**src/rtl/hazard_pkg.sv**
```systemverilog
// Shared types for the pipeline hazard controller: forwarding selects, wait FSM states
// and a register-match helper that treats x0 as never producing a hazard.
package hazard_pkg;

  typedef enum logic [1:0] {
    FWD_RF  = 2'b00,
    FWD_WB  = 2'b01,
    FWD_MEM = 2'b10
  } fwd_sel_e;

  typedef enum logic {
    RUN      = 1'b0,
    MEM_WAIT = 1'b1
  } hz_state_e;

  localparam logic [1:0] RESULT_SRC_MEM = 2'b01;
  localparam int         REG_W          = 5;

  typedef logic [REG_W-1:0] reg_idx_t;

  function automatic logic reg_match(input reg_idx_t a, input reg_idx_t b);
    return (a != '0) && (a == b);
  endfunction

endpackage

```
**src/rtl/hazard_controller_if.sv**
```systemverilog
// Pipeline <-> hazard controller signal bundle; slave = controller, master = pipeline side.
// Performance counter outputs exist only when HAZARD_PERF_CNT_EN is defined.
interface hazard_controller_if
  import hazard_pkg::*;
`ifdef HAZARD_PERF_CNT_EN
  #(parameter int CNT_W = 32)
`endif
  ();

  reg_idx_t   Rs1D, Rs2D;
  reg_idx_t   Rs1E, Rs2E, RdE;
  logic [1:0] ResultSrcE;
  logic       PCSrcE;
  reg_idx_t   RdM, RdW;
  logic       RegWriteM, RegWriteW;
  logic       MemReqM, MemReadyM;

  logic       StallF, StallD, StallE, StallM;
  logic       FlushD, FlushE, FlushW;
  fwd_sel_e   ForwardAE, ForwardBE;
  logic       MemTimeout;

`ifdef HAZARD_PERF_CNT_EN
  logic [CNT_W-1:0] StallCnt, FlushCnt, MemWaitCnt;
`endif

  modport slave (
    input  Rs1D, Rs2D, Rs1E, Rs2E, RdE, ResultSrcE, PCSrcE,
    input  RdM, RdW, RegWriteM, RegWriteW, MemReqM, MemReadyM,
    output StallF, StallD, StallE, StallM, FlushD, FlushE, FlushW,
    output ForwardAE, ForwardBE, MemTimeout
`ifdef HAZARD_PERF_CNT_EN
    , output StallCnt, FlushCnt, MemWaitCnt
`endif
  );

  modport master (
    output Rs1D, Rs2D, Rs1E, Rs2E, RdE, ResultSrcE, PCSrcE,
    output RdM, RdW, RegWriteM, RegWriteW, MemReqM, MemReadyM,
    input  StallF, StallD, StallE, StallM, FlushD, FlushE, FlushW,
    input  ForwardAE, ForwardBE, MemTimeout
`ifdef HAZARD_PERF_CNT_EN
    , input StallCnt, FlushCnt, MemWaitCnt
`endif
  );

endinterface

```
**src/rtl/hazard_controller_forward_sel.sv**
```systemverilog
// Per-operand ALU forwarding select; purely combinational, M stage wins over W stage.
module forward_sel
  import hazard_pkg::*;
(
  input  reg_idx_t RsE,
  input  reg_idx_t RdM,
  input  logic     RegWriteM,
  input  reg_idx_t RdW,
  input  logic     RegWriteW,
  output fwd_sel_e fwd
);

  always_comb begin
    fwd = FWD_RF;
    if (RegWriteM && reg_match(RdM, RsE)) begin
      fwd = FWD_MEM;
    end else if (RegWriteW && reg_match(RdW, RsE)) begin
      fwd = FWD_WB;
    end
  end

endmodule

```
**src/rtl/hazard_controller.sv**
```systemverilog
// 5-stage pipeline hazard controller: combinational stall/flush/forward, registered wait FSM,
// sticky memory timeout watchdog; optional perf counters under HAZARD_PERF_CNT_EN.
module hazard_controller
  import hazard_pkg::*;
#(
  parameter int TIMEOUT_W   = 8,
  parameter int TIMEOUT_MAX = 200
`ifdef HAZARD_PERF_CNT_EN
  , parameter int CNT_W     = 32
`endif
) (
  input  logic                clk,
  input  logic                rst,
  hazard_controller_if.slave  hz
);

  localparam logic [TIMEOUT_W-1:0] TMO_LIMIT = TIMEOUT_W'(TIMEOUT_MAX);

  hz_state_e            state, state_d;
  logic [TIMEOUT_W-1:0] wait_cnt, wait_cnt_d;
  logic                 timeout_q;
  logic                 memstall;
  logic                 load_use;
  fwd_sel_e             fwd_a, fwd_b;

  assign memstall = hz.MemReqM & ~hz.MemReadyM;
  assign load_use = (hz.ResultSrcE == RESULT_SRC_MEM) &&
                    (reg_match(hz.RdE, hz.Rs1D) || reg_match(hz.RdE, hz.Rs2D));

  forward_sel u_fwd_a (
    .RsE       (hz.Rs1E),
    .RdM       (hz.RdM),
    .RegWriteM (hz.RegWriteM),
    .RdW       (hz.RdW),
    .RegWriteW (hz.RegWriteW),
    .fwd       (fwd_a)
  );

  forward_sel u_fwd_b (
    .RsE       (hz.Rs2E),
    .RdM       (hz.RdM),
    .RegWriteM (hz.RegWriteM),
    .RdW       (hz.RdW),
    .RegWriteW (hz.RegWriteW),
    .fwd       (fwd_b)
  );

  assign hz.ForwardAE  = rst ? FWD_RF : fwd_a;
  assign hz.ForwardBE  = rst ? FWD_RF : fwd_b;
  assign hz.MemTimeout = timeout_q;

  // A memory freeze holds E, so a pending branch flush is simply replayed on the release cycle.
  always_comb begin
    hz.StallF = 1'b0;
    hz.StallD = 1'b0;
    hz.StallE = 1'b0;
    hz.StallM = 1'b0;
    hz.FlushD = 1'b0;
    hz.FlushE = 1'b0;
    hz.FlushW = 1'b0;
    if (rst) begin
      hz.FlushD = 1'b1;
      hz.FlushE = 1'b1;
      hz.FlushW = 1'b1;
    end else if (memstall) begin
      hz.StallF = 1'b1;
      hz.StallD = 1'b1;
      hz.StallE = 1'b1;
      hz.StallM = 1'b1;
      hz.FlushW = 1'b1;
    end else if (hz.PCSrcE) begin
      hz.FlushD = 1'b1;
      hz.FlushE = 1'b1;
    end else if (load_use) begin
      hz.StallF = 1'b1;
      hz.StallD = 1'b1;
      hz.FlushE = 1'b1;
    end
  end

  always_comb begin
    state_d    = state;
    wait_cnt_d = '0;
    unique case (state)
      RUN: begin
        if (memstall) state_d = MEM_WAIT;
      end
      MEM_WAIT: begin
        wait_cnt_d = (wait_cnt == '1) ? wait_cnt : wait_cnt + 1'b1;
        if (hz.MemReadyM) state_d = RUN;
      end
      default: state_d = RUN;
    endcase
  end

  always_ff @(posedge clk or posedge rst) begin
    if (rst) begin
      state     <= RUN;
      wait_cnt  <= '0;
      timeout_q <= 1'b0;
    end else begin
      state    <= state_d;
      wait_cnt <= wait_cnt_d;
      if (wait_cnt_d == TMO_LIMIT) timeout_q <= 1'b1;
    end
  end

`ifdef HAZARD_PERF_CNT_EN
  logic [CNT_W-1:0] stall_cnt, flush_cnt, mem_wait_cnt;

  always_ff @(posedge clk or posedge rst) begin
    if (rst) begin
      stall_cnt    <= '0;
      flush_cnt    <= '0;
      mem_wait_cnt <= '0;
    end else begin
      if (hz.StallD)            stall_cnt    <= stall_cnt + 1'b1;
      if (hz.FlushE && !rst)    flush_cnt    <= flush_cnt + 1'b1;
      if (memstall)             mem_wait_cnt <= mem_wait_cnt + 1'b1;
    end
  end

  assign hz.StallCnt   = stall_cnt;
  assign hz.FlushCnt   = flush_cnt;
  assign hz.MemWaitCnt = mem_wait_cnt;
`endif

endmodule

```
**src/flat_wrapper.sv**
```systemverilog
// flat-port wrapper written by rule: the top's interface ports become plain ports
module hazard_controller_flat import hazard_pkg::*;
#(
  parameter int TIMEOUT_W   = 8,
  parameter int TIMEOUT_MAX = 200

)
  (clk, rst, hz_Rs1D, hz_Rs2D, hz_Rs1E, hz_Rs2E, hz_RdE, hz_ResultSrcE, hz_PCSrcE, hz_RdM, hz_RdW, hz_RegWriteM, hz_RegWriteW, hz_MemReqM, hz_MemReadyM, hz_StallF, hz_StallD, hz_StallE, hz_StallM, hz_FlushD, hz_FlushE, hz_FlushW, hz_ForwardAE, hz_ForwardBE, hz_MemTimeout);
  hazard_controller_if hz_i ();
  input  logic clk;
  input  logic rst;
  input wire logic [$bits(hz_i.Rs1D)-1:0] hz_Rs1D;
  input wire logic [$bits(hz_i.Rs2D)-1:0] hz_Rs2D;
  input wire logic [$bits(hz_i.Rs1E)-1:0] hz_Rs1E;
  input wire logic [$bits(hz_i.Rs2E)-1:0] hz_Rs2E;
  input wire logic [$bits(hz_i.RdE)-1:0] hz_RdE;
  input wire logic [$bits(hz_i.ResultSrcE)-1:0] hz_ResultSrcE;
  input wire logic [$bits(hz_i.PCSrcE)-1:0] hz_PCSrcE;
  input wire logic [$bits(hz_i.RdM)-1:0] hz_RdM;
  input wire logic [$bits(hz_i.RdW)-1:0] hz_RdW;
  input wire logic [$bits(hz_i.RegWriteM)-1:0] hz_RegWriteM;
  input wire logic [$bits(hz_i.RegWriteW)-1:0] hz_RegWriteW;
  input wire logic [$bits(hz_i.MemReqM)-1:0] hz_MemReqM;
  input wire logic [$bits(hz_i.MemReadyM)-1:0] hz_MemReadyM;
  output wire logic [$bits(hz_i.StallF)-1:0] hz_StallF;
  output wire logic [$bits(hz_i.StallD)-1:0] hz_StallD;
  output wire logic [$bits(hz_i.StallE)-1:0] hz_StallE;
  output wire logic [$bits(hz_i.StallM)-1:0] hz_StallM;
  output wire logic [$bits(hz_i.FlushD)-1:0] hz_FlushD;
  output wire logic [$bits(hz_i.FlushE)-1:0] hz_FlushE;
  output wire logic [$bits(hz_i.FlushW)-1:0] hz_FlushW;
  output wire logic [$bits(hz_i.ForwardAE)-1:0] hz_ForwardAE;
  output wire logic [$bits(hz_i.ForwardBE)-1:0] hz_ForwardBE;
  output wire logic [$bits(hz_i.MemTimeout)-1:0] hz_MemTimeout;
  assign hz_i.Rs1D = hz_Rs1D;
  assign hz_i.Rs2D = hz_Rs2D;
  assign hz_i.Rs1E = hz_Rs1E;
  assign hz_i.Rs2E = hz_Rs2E;
  assign hz_i.RdE = hz_RdE;
  assign hz_i.ResultSrcE = hz_ResultSrcE;
  assign hz_i.PCSrcE = hz_PCSrcE;
  assign hz_i.RdM = hz_RdM;
  assign hz_i.RdW = hz_RdW;
  assign hz_i.RegWriteM = hz_RegWriteM;
  assign hz_i.RegWriteW = hz_RegWriteW;
  assign hz_i.MemReqM = hz_MemReqM;
  assign hz_i.MemReadyM = hz_MemReadyM;
  assign hz_StallF = hz_i.StallF;
  assign hz_StallD = hz_i.StallD;
  assign hz_StallE = hz_i.StallE;
  assign hz_StallM = hz_i.StallM;
  assign hz_FlushD = hz_i.FlushD;
  assign hz_FlushE = hz_i.FlushE;
  assign hz_FlushW = hz_i.FlushW;
  assign hz_ForwardAE = hz_i.ForwardAE;
  assign hz_ForwardBE = hz_i.ForwardBE;
  assign hz_MemTimeout = hz_i.MemTimeout;
  hazard_controller #(.TIMEOUT_W(TIMEOUT_W), .TIMEOUT_MAX(TIMEOUT_MAX)) u_core (.clk(clk), .rst(rst), .hz(hz_i));
endmodule
```
**config.mk**
```make
export PLATFORM = sky130hd
export DESIGN_NAME = hazard_controller_flat
export DESIGN_NICKNAME = d
export VERILOG_FILES = /design/src/rtl/hazard_pkg.sv /design/src/rtl/hazard_controller_if.sv /design/src/rtl/hazard_controller_forward_sel.sv /design/src/rtl/hazard_controller.sv /design/src/flat_wrapper.sv
export SDC_FILE = /design/constraint.sdc
export NUM_CORES = 1
export LEC_CHECK = 0
export CORE_MARGIN = 4
export CORE_UTILIZATION = 30
export DETAILED_ROUTE_END_ITERATION = 10
export GPL_TIMING_DRIVEN = 0
export PLACE_DENSITY = 0.75
export SYNTH_ARGS = -nofsm -noshare
export SYNTH_HDL_FRONTEND = slang
export SYNTH_SLANG_ARGS = --single-unit
```
**constraint.sdc**
```tcl
create_clock -name clk -period 1.9 [get_ports clk]
set_input_delay 0.285 -clock clk [delete_from_list [all_inputs] [get_ports clk]]
set_output_delay 0.285 -clock clk [all_outputs]
set_load 0.02 [all_outputs]
```
=== Yosys cells after proc, flatten, opt, wreduce, memory -nomap -nowiden ===
Cells that the tools add are included.

* Bits of input ports: 44
* Register bits after elaboration: 10

* Equal/unequal tests: 9
* Add/sub/neg operators: 1
* Bitwise operators: 3
* Muxes and demuxes: 23
* Reduce and logical (&&, ||, !) cells: 15

{| class="wikitable"
|+ Operators by type and width
! kind !! number
|-
| equality test 5 bit || 6
|-
| equality test 8 bit, second input constant || 2
|-
| two-way mux 1 bit || 16
|-
| two-way mux 8 bit || 2
|-
| nonzero test 5 bit || 3
|-
| logical AND 1 bit || 11
|-
| adder 8 x 1 -> 8 bit, second input constant || 1
|-
| two-way mux 2 bit || 4
|-
| equality test 2 x 1 -> 1 bit, second input constant || 1
|-
| NOT 1 bit || 2
|-
| case mux 1 bit (2 select lines) || 1
|-
| bitwise AND 1 bit || 1
|-
| logical OR 1 bit || 1
|}

=== Logic depth before layout (Yosys ltp) ===
Gate-level depths: netlist of run 1.

* Depth in word-level cells: 8
* Depth in mapped cells: 6
* Depth with buffers taken out: 5

=== By module ===
From an unflattened synthesis of run 1, not the netlist that was laid out.

* Cells, all modules: 133
* Area total of the unflattened synthesis: 1,073.5 sq um

{| class="wikitable"
|+ By module, submodules not included
! module !! area each (sq um) !! cells each !! times used
|-
| hazard_controller || 770.7 || 93 || 1
|-
| forward_sel || 151.4 || 20 || 2
|}

=== Least setup slack after synthesis of run 1 ===
Ideal clock, no wire load.

* Path kind: in2out
* Start point: input hz_MemReadyM
* End point: output hz_StallF
* Required time: 1,615 ps
* Arrival time: 1,953 ps
* Cell stages on the path: 5
* Slack: -338 ps
* Path through: nand2b_1 > a21oi_1 > inv_1 > o41ai_1 > buf_4

* Longest elaborated chain between the ends: 4

{| class="wikitable"
|+ RTL lines
! what !! line !! RTL
|-
| start: declaration || flat_wrapper.sv:24 || <nowiki>input wire logic [$bits(hz_i.MemReadyM)-1:0] hz_MemReadyM;</nowiki>
|-
| NOT 1 bit || hazard_controller.sv:26 || <nowiki>assign memstall = hz.MemReqM & ~hz.MemReadyM;</nowiki>
|-
| bitwise AND 1 bit || hazard_controller.sv:26 ||
|-
| two-way mux 1 bit (2 in series) || n/a ||
|-
| end: declaration || flat_wrapper.sv:25 || <nowiki>output wire logic [$bits(hz_i.StallF)-1:0] hz_StallF;</nowiki>
|}

Every way passes these cells.

=== Final worst setup path of run 1 ===
* Start point: input hz_RdM[2]
* End point: output hz_ForwardBE[0]

* Longest elaborated chain between the ends: 5

{| class="wikitable"
|+ RTL lines
! what !! line !! RTL
|-
| start: declaration || flat_wrapper.sv:19 || <nowiki>input wire logic [$bits(hz_i.RdM)-1:0] hz_RdM;</nowiki>
|-
| equality test 5 bit / nonzero test 5 bit (equally long branches) || hazard_pkg.sv:22 || <nowiki>return (a != '0) && (a == b);</nowiki>
|-
| logical AND 1 bit * || hazard_pkg.sv:22 ||
|-
| logical AND 1 bit * || hazard_controller_forward_sel.sv:15 || <nowiki>if (RegWriteM && reg_match(RdM, RsE)) begin</nowiki>
|-
| two-way mux 2 bit * || hazard_controller_forward_sel.sv:15 ||
|-
| two-way mux 2 bit * || hazard_controller.sv:49 || <nowiki>assign hz.ForwardBE = rst ? FWD_RF : fwd_b;</nowiki>
|-
| end: declaration || flat_wrapper.sv:33 || <nowiki>output wire logic [$bits(hz_i.ForwardBE)-1:0] hz_ForwardBE;</nowiki>
|}

Mark *: on every way between the ends. The rest lies on a longest branch, timed or not.

==> results of run 1 <==
cells in the final DEF (no fill, tap or decap), types with 4 or more instances in the layout:
cell                              count
sky130_fd_sc_hd__xor2_1              20
sky130_fd_sc_hd__buf_2               16
sky130_fd_sc_hd__buf_4               15
sky130_fd_sc_hd__dlygate4sd2_1       14
sky130_fd_sc_hd__xnor2_1             11
sky130_fd_sc_hd__clkdlybuf4s50_1     11
sky130_fd_sc_hd__dfrtp_1             10
sky130_fd_sc_hd__nand2_1              9
sky130_fd_sc_hd__nor2_1               6
sky130_fd_sc_hd__clkbuf_2             6
sky130_fd_sc_hd__nand4_1              4
sky130_fd_sc_hd__nand3_1              4
sky130_fd_sc_hd__or4_4                4
synthesized netlist by cell type (2+ instances only):
| master | n |
|---|---|
| sky130_fd_sc_hd__dfrtp_1 | 10 |
| sky130_fd_sc_hd__nor3_1 | 4 |
| sky130_fd_sc_hd__xnor2_1 | 11 |
| sky130_fd_sc_hd__nand3_1 | 4 |
| sky130_fd_sc_hd__inv_1 | 5 |
| sky130_fd_sc_hd__clkbuf_1 | 3 |
| sky130_fd_sc_hd__mux2i_1 | 2 |
| sky130_fd_sc_hd__nand2_1 | 9 |
| sky130_fd_sc_hd__o21ai_0 | 3 |
| sky130_fd_sc_hd__nand4_1 | 4 |
| sky130_fd_sc_hd__or4_1 | 5 |
| sky130_fd_sc_hd__xor2_1 | 20 |
| sky130_fd_sc_hd__o211ai_1 | 2 |
| sky130_fd_sc_hd__nor4_2 | 2 |
| sky130_fd_sc_hd__buf_4 | 2 |
| sky130_fd_sc_hd__o41ai_1 | 2 |
| sky130_fd_sc_hd__and3_1 | 2 |
| sky130_fd_sc_hd__a31oi_1 | 2 |
| sky130_fd_sc_hd__nor2_1 | 8 |
| sky130_fd_sc_hd__a21oi_1 | 3 |
| sky130_fd_sc_hd__and2_1 | 3 |
| sky130_fd_sc_hd__a31o_2 | 2 |
| sky130_fd_sc_hd__nand2b_1 | 3 |
| sky130_fd_sc_hd__nor4_1 | 2 |
| sky130_fd_sc_hd__nor2b_1 | 2 |
layout make-up:
class | instances | area, um2 | share of cell area
clock buffers | 3 | 22.52 | 0.01280
well taps | 46 | 57.56 | 0.03272
flip-flops and latches | 10 | 250.2 | 0.1422
plain buffers | 5 | 27.53 | 0.01565
multi-input cells | 105 | 874.6 | 0.4972
inverters | 5 | 22.52 | 0.01280
repair buffers | 65 | 504.2 | 0.2866
flip-flops by register name, indices dropped and copies added, names as in the netlist:
signal / cells
u_core.hz.MemTimeout: 1
u_core.wait_cnt: 8
u_core.state: 1
path summary, 6_finish.rpt:
path / end / cells past startpoint / slack (ps) / from
max in group asynchronous: u_core.wait_cnt[2]$_DFF_PP0_ / 4 / 1630 / rst
setup / recovery: hz_ForwardBE[0] / 6 / -4 / hz_RdM[2]
setup reg to reg: u_core.hz.MemTimeout$_DFFE_PP0N_ / 5 / 300 / u_core.wait_cnt[0]$_DFF_PP0_
hold reg to reg: u_core.hz.MemTimeout$_DFFE_PP0N_ / 1 / 470 / u_core.hz.MemTimeout$_DFFE_PP0N_
hold / removal: u_core.state$_DFF_PP0_ / 3 / 60 / rst
min in group clk: u_core.state$_DFF_PP0_ / 2 / 330 / hz_MemReadyM
power breakdown:
group          total (mW)  internal [mW]  switching [mW]
clock network       0.152         0.0735          0.0788
registers           0.222          0.218         0.00479
logic               0.267          0.138           0.129
metal layers:
metal / global-route usage / vias to the layer above / part of all wire
li1: - / 582 / -
met1: 0.1839 / 549 / 0.39
met2: 0.2574 / 41 / 0.53
met3: 0.02530 / 5 / 0.067
met4: 0.05330 / 0 / 0.013
met5: 0 / - / 0
metrics by stage:
step	area, um2	hold WS (ps)	util	TNS (ps)	power, mW
2_1_floorplan	1074	149.8	-	-26.72	0.3366
3_3_place_gp	1682	458.9	0.5039	-7106	0.4779
3_5_place_dp	1682	465.3	0.5039	-7434	0.4818
4_1_cts	1790	60.25	0.5366	-36.01	0.6452
5_1_grt	1759	85.35	0.5272	-181.7	0.6765
6_report	1759	57.43	0.5272	-4.266	0.6415
kinds of logic after synthesis:
| group | synth area share |
|---|---|
| muxes | 0.01930 |
| AOI/OAI and AO/OA | 0.1375 |
| xor gates and xnor gates | 0.2618 |
| DFF | 0.2413 |
| buffers and inverters | 0.04824 |
| adders and majority gates | 0.01206 |
| and+or+nand+nor | 0.2799 |
critical path, cell delays in order:
cell and delay [ps]:
sky130_fd_sc_hd__buf_8 90, sky130_fd_sc_hd__or4_4 530, sky130_fd_sc_hd__o21ai_4 190, sky130_fd_sc_hd__nor3_2 80, sky130_fd_sc_hd__nor4_4 260, sky130_fd_sc_hd__buf_4 180
what timing repair did:
| action | 4_1_cts | 5_1_grt |
|---|---|---|
| resized for setup | 141 | 16 |
| endpoints found under the setup margin | 11 | 9 |
| pin swaps | 15 | 12 |
| setup buffers | 10 | 0 |
| hold buffers | 0 | 0 |
==> parameters.txt, run 1 <==
Parameter                              Value

Status
  Status    finished with violations
  Failing checks    negative setup slack

Yosys
  Largest cells by area after synthesis    sky130_fd_sc_hd__dfrtp_1, sky130_fd_sc_hd__xor2_1, sky130_fd_sc_hd__xnor2_1
  Area fraction of the dominant cell type after synthesis    0.2413
  Combined area of all synthesized cells    roughly 1000 um2
  Sequential element share of the synthesized area    0.2413
  Post-synth EDFFs    0
  Async set-reset flop share out of synthesis    1.000
  Synth area leader    sky130_fd_sc_hd__dfrtp_1
  Post-synthesis cell count    between 100 and 150
  Yosys warning total    0
  Unique cell type count in the Yosys netlist    36
  Number of register bits inferred by synthesis    10
  Mapped Avg Cell Area    8.232 um2
  Mapped Nets    171
  Dominant synthesized flop cell    sky130_fd_sc_hd__dfrtp_1

Die
  Initial cell density of the core    0.3108
  Chip Height    between 60 and 70 um
  Boundary pin count    56
  Total Die Area    4462 um2
  FP Rows    21
  Die boundary width    between 60 and 70 um
  Total core area    3337 um2

STA
  Peak Freq    about 0.53 GHz
  Worst path setup slack after routing    -4.266 ps
  RSZ-0062 raised after global routing    yes
  Count of pins over their slew limit    0
  Period minus WS final    1904 ps
  Worst max-slew margin expressed relative to the limit    0.7244
  Transition at the pin with the smallest max-transition slack    between 400 and 500 ps
  Setup-failing EPs final    1
  Final-report hold violation count    0
  Final Cycle Share    1.002
  Clock skew    between 4 and 5 ps

Pwr
  Maximum resistive drop on vdd    0.0001480 V
  Power per standard cell area    364.6 nW/um2
  Static power due to leakage    between 0.7 and 0.8 nW

GRT
  Largest net degree at the start of global routing    11
  Antenna violations before repair    0
  First-pass GRT wire length    around 5.2 mm
  Vias in the first global route    1146
  GR Util All Layers    0.1490
  Total global routing overflow    0

Clocking
  Buffer cell driving the clock tree root    sky130_fd_sc_hd__clkbuf_4
  Insertion delay of the later-clocked pin in the worst-skew pair    approximately 280 ps
  Clock Sinks    10
  Clock transition time at the flip-flop clock pins of the worst setup and hold paths    about 70 ps
  Longest Clk Path Bufs    2
  Total clock buffers created by CTS    3
  CTS tree    done
  H-tree depth    1

Worst hold path
  HP Class    input pin to async pin

Setup path
  Worst setup EP type    primary output
  Critical Path RT    1620 ps
  Crit path max fanout    4
  Worst setup path class    input pin to primary output
  Nature of the critical path startpoint    input pin
  Data arrival time of the worst path    1620 ps

Cells and area
  Final #Nets    240
  Diodes inserted    0
  Fraction of layout cells with a size suffix above 1    0.3523
  Filler-free cell count of the finished design    roughly 240
  Synth-to-layout area growth    69.60%
  Filler Cells Inserted    341

Routing
  Via count of the routed design    ~1200
  Average wire per cell in the routed design    13.02 um
  Routed vias/inst    around 4.9
  Post-detailed-routing wire length    3.111 mm
  Count of routing violations after the opening detailed-route iteration    11
  DRC viols    0
  Number of search-and-repair iterations in the first detailed-routing pass    4
  Post-route ant nets    0

Place
  Post-detailed-placement half-perimeter wirelength    about 2.4 mm
  GPL Wtd Cong    roughly 0.76
  Number of placed instances with taps included    around 230
  Setup WS pre-CTS    -1191 ps
  Number of buffers added on ports    55

Flow run
  Max cap viols    0
(Power assumes the default switching activity.)
==> run 2, diff against run 1 <==
--- a/config.mk
+++ b/config.mk
@@ -10,6 +10,7 @@
 export DETAILED_ROUTE_END_ITERATION = 10
 export GPL_TIMING_DRIVEN = 0
 export PLACE_DENSITY = 0.75
+export SLEW_MARGIN = 20
 export SYNTH_ARGS = -nofsm -noshare
 export SYNTH_HDL_FRONTEND = slang
 export SYNTH_SLANG_ARGS = --single-unit
==> results of run 2 <==
The final DEF is identical to that of run 1; final timing and power are the same.
==> run 3, diff against run 2 <==
==> constraint.sdc (replaced) <==
create_clock -name clk -period 2 [get_ports clk]
set_input_delay 0.3 -clock clk [delete_from_list [all_inputs] [get_ports clk]]
set_output_delay 0.3 -clock clk [all_outputs]
set_load 0.02 [all_outputs]
==> run 3 against run 2 <==
Net effect:
- the flow now finishes without violations
- count of clock-buffer cells in the layout up 1
- critical path depth is 1 higher
- clock skew barely moved
- sequential power is 5% lower
- core utilization grew 1.6 points
- sequential share of layout area shrank 0.42 points
- via count shrank 1.5%
- sequential cell count did not move
- total power is 1.1% higher
- combinational power decreased by 3%
- critical path type unchanged
==> parameters.txt, run 3 (same netlist as run 1, synthesis figures left out) <==
Parameter                              Value

Setup path
  Worst setup path class    input pin to primary output
  Crit path max fanout    2 (-2)
  Data arrival time of the worst path    1680 ps (+60 ps)
  Worst setup EP type    primary output
  Slowest-stage cell, CP    sky130_fd_sc_hd__or4_4
  Nature of the critical path startpoint    input pin
  Critical Path RT    1700 ps (+80 ps)
  Peak per-stage delay on the critical path    530 ps (about the same)
  CP cell instances    buf_8 -> or4_4 -> o21ai_4 -> buf_6 -> nor3_4 -> nor4_4 -> buf_4

Pwr
  Total Power Consumption    0.6486 mW (+1.1%)
  P_int    0.4524 mW (+5.5%)
  Maximum resistive drop on vdd    0.0001349 V (-8.9%)
  Net switching component of the power    0.1962 mW (-7.7%)
  Power per standard cell area    357.7 nW/um2 (-1.9%)
  Logic pwr share    0.397 (-0.019)
  Part of the total power dissipated in the clock network    0.278 (+0.041)
  Static power due to leakage    0.8672 nW (+10%)
  Sequential power share    0.325 (-0.022)
  Switching Share    0.3025 (-0.02888)

Cells and area
  Commonest non-fill, non-tap cells in the layout    sky130_fd_sc_hd__xor2_1, sky130_fd_sc_hd__buf_4, sky130_fd_sc_hd__xnor2_1, sky130_fd_sc_hd__clkdlybuf4s50_1
  Number of flip-flops under the largest register name    8 (unchanged)
  Most common library cell in the layout ignoring fill and taps    sky130_fd_sc_hd__xor2_1
  Fraction of layout cells with a size suffix above 1    0.2953 (-0.05699)
  Filler-free cell count of the finished design    239 (unchanged)
  Synth-to-layout area growth    74.79%
  Register containing the most flip-flops in the final layout    u_core.wait_cnt
  Post-layout util    0.5433 (+0.01612)
  Diodes inserted    0 (unchanged)
  Final #Nets    239 (-0.42%)

Clocking
  H-tree depth    1 (unchanged)
  Buffer cell driving the clock tree root    sky130_fd_sc_hd__clkbuf_4
  Clock Sinks    10 (unchanged)
  Clock transition time at the flip-flop clock pins of the worst setup and hold paths    70 ps (about the same)
  Total clock buffers created by CTS    3 (unchanged)
  CTS tree    done
  Longest Clk Path Bufs    2 (unchanged)
  Insertion delay of the later-clocked pin in the worst-skew pair    260 ps (-20 ps)

Die
  Boundary pin count    56 (unchanged)
  Total Die Area    4462 um2 (unchanged)
  Die boundary width    66.80 um (unchanged)
  Total core area    3337 um2 (unchanged)
  Chip Height    66.80 um (unchanged)
  FP Rows    21 (unchanged)
  Initial cell density of the core    0.3108 (unchanged)

STA
  Total negative setup slack    0 ps (+4.266 ps)
  RSZ-0062 raised after global routing    yes
  Peak Freq    a little over 0.5 GHz
  Transition at the pin with the smallest max-transition slack    417.4 ps (+3.954 ps)
  Final-report hold violation count    0 (unchanged)
  Setup-failing EPs final    0 (-1)
  Final Cycle Share    0.9909
  Worst max-slew margin expressed relative to the limit    0.7217 (-0.002636)
  Clock skew    4.243 ps (-0.2585 ps)
  Count of pins over their slew limit    0 (unchanged)
  Period minus WS final    roughly 2000 ps

Routing
  Average wire per cell in the routed design    13.26 um (+1.9%)
  Via count of the routed design    1159 (-1.5%)
  Count of routing violations after the opening detailed-route iteration    71 (+60)
  Post-detailed-routing wire length    3.169 mm (+1.9%)
  Routed vias/inst    4.849 (-1.5%)
  Number of search-and-repair iterations in the first detailed-routing pass    4 (unchanged)
  DRC viols    0 (unchanged)
  Post-route ant nets    0 (unchanged)

Status
  Status    complete, no violations

Flow run
  Max cap viols    0 (unchanged)

GRT
  First-pass GRT wire length    4.754 mm (-8.5%)
  Largest net degree at the start of global routing    11 (unchanged)
  GR Util All Layers    0.1372 (-0.01174)
  Total global routing overflow    0 (unchanged)
  Vias in the first global route    1102 (-3.8%)
  Antenna violations before repair    0 (unchanged)

Place
  GPL Wtd Cong    0.8100 (+7.0%)
  Number of placed instances with taps included    227 (unchanged)
  Number of buffers added on ports    55 (unchanged)
  Post-detailed-placement half-perimeter wirelength    2.382 mm (-2.3%)

Worst hold path
  HP Class    input pin to async pin
[run 3: cell types whose count changed in the layout (fill, tap and decap cells not counted), moves of 2 or more]
cell	delta
sky130_fd_sc_hd__dlymetal6s2s_1	+10
sky130_fd_sc_hd__nor3_2	-2
sky130_fd_sc_hd__clkdlybuf4s15_1	+3
sky130_fd_sc_hd__nor3_1	+2
sky130_fd_sc_hd__dlygate4sd2_1	-6
sky130_fd_sc_hd__clkbuf_2	+4
sky130_fd_sc_hd__buf_4	-2
sky130_fd_sc_hd__buf_2	-11
[run 3: final timing paths]
path | end | from | slack, ps | cells past startpoint
max in group asynchronous | u_core.wait_cnt[2]$_DFF_PP0_ | rst | 1540 | 4
setup / recovery | hz_ForwardAE[0] | hz_RdM[2] | 20 | 7
min in group clk | u_core.state$_DFF_PP0_ | hz_MemReadyM | 340 | 2
hold / removal | u_core.state$_DFF_PP0_ | rst | 310 | 4
hold reg to reg | u_core.hz.MemTimeout$_DFFE_PP0N_ | u_core.hz.MemTimeout$_DFFE_PP0N_ | 470 | 1
setup reg to reg | u_core.hz.MemTimeout$_DFFE_PP0N_ | u_core.wait_cnt[0]$_DFF_PP0_ | 300 | 5
[run 3: layout make-up]
class	count	area, um2
Fill cell	320	1524
Multi-Input combinational cell	105	850.8
Timing Repair Buffer	64	568.0
Sequential cell	10	250.2
Tap cell	46	57.56
Clock buffer	4	36.28
Buffer	5	27.53
Inverter	5	22.52
[run 3: routing by layer]
metal	global-route usage	up-vias	part of all wire
met1	0.1589	537	0.39
met3	0.03710	2	0.061
met5	0	-	0
li1	-	583	-
met2	0.2450	37	0.55
met4	0.03807	0	0.0035
[run 3: power groups by stage]
| stage | clock network [mW] | registers (mW) | logic (mW) |
|---|---|---|---|
| floorplan | 0 | 0.214 | 0.0993 |
| global placement | 0 | 0.215 | 0.233 |
| detailed placement | 0 | 0.215 | 0.236 |
| CTS | 0.187 | 0.211 | 0.246 |
| global route | 0.196 | 0.212 | 0.281 |
| finish | 0.180 | 0.211 | 0.258 |
[run 3: through the flow]
stage	area [um2]	hold WS [ps]	worst slack (ps)
after floorplan	1045	164.8	38.95
after global placement	1653	450.7	-1080
after detailed placement	1653	461.1	-1081
after CTS	1782	303.3	-69.86
after global routing	1813	341.3	-77.28
final	1813	314.1	18.27
[run 3: critical path: cells and delay by family]
kind	cells	cell delay [ps]
simple gates	3	830
compound gates	1	150
buf+inv	3	390
[run 3: what timing repair did]
action | in CTS | in global routing
setup buffers | 6 | 3
hold buffers | 0 | 0
setup endpoints to repair | 11 | 8
pin swaps | 11 | 13
gates resized for setup | 92 | 45
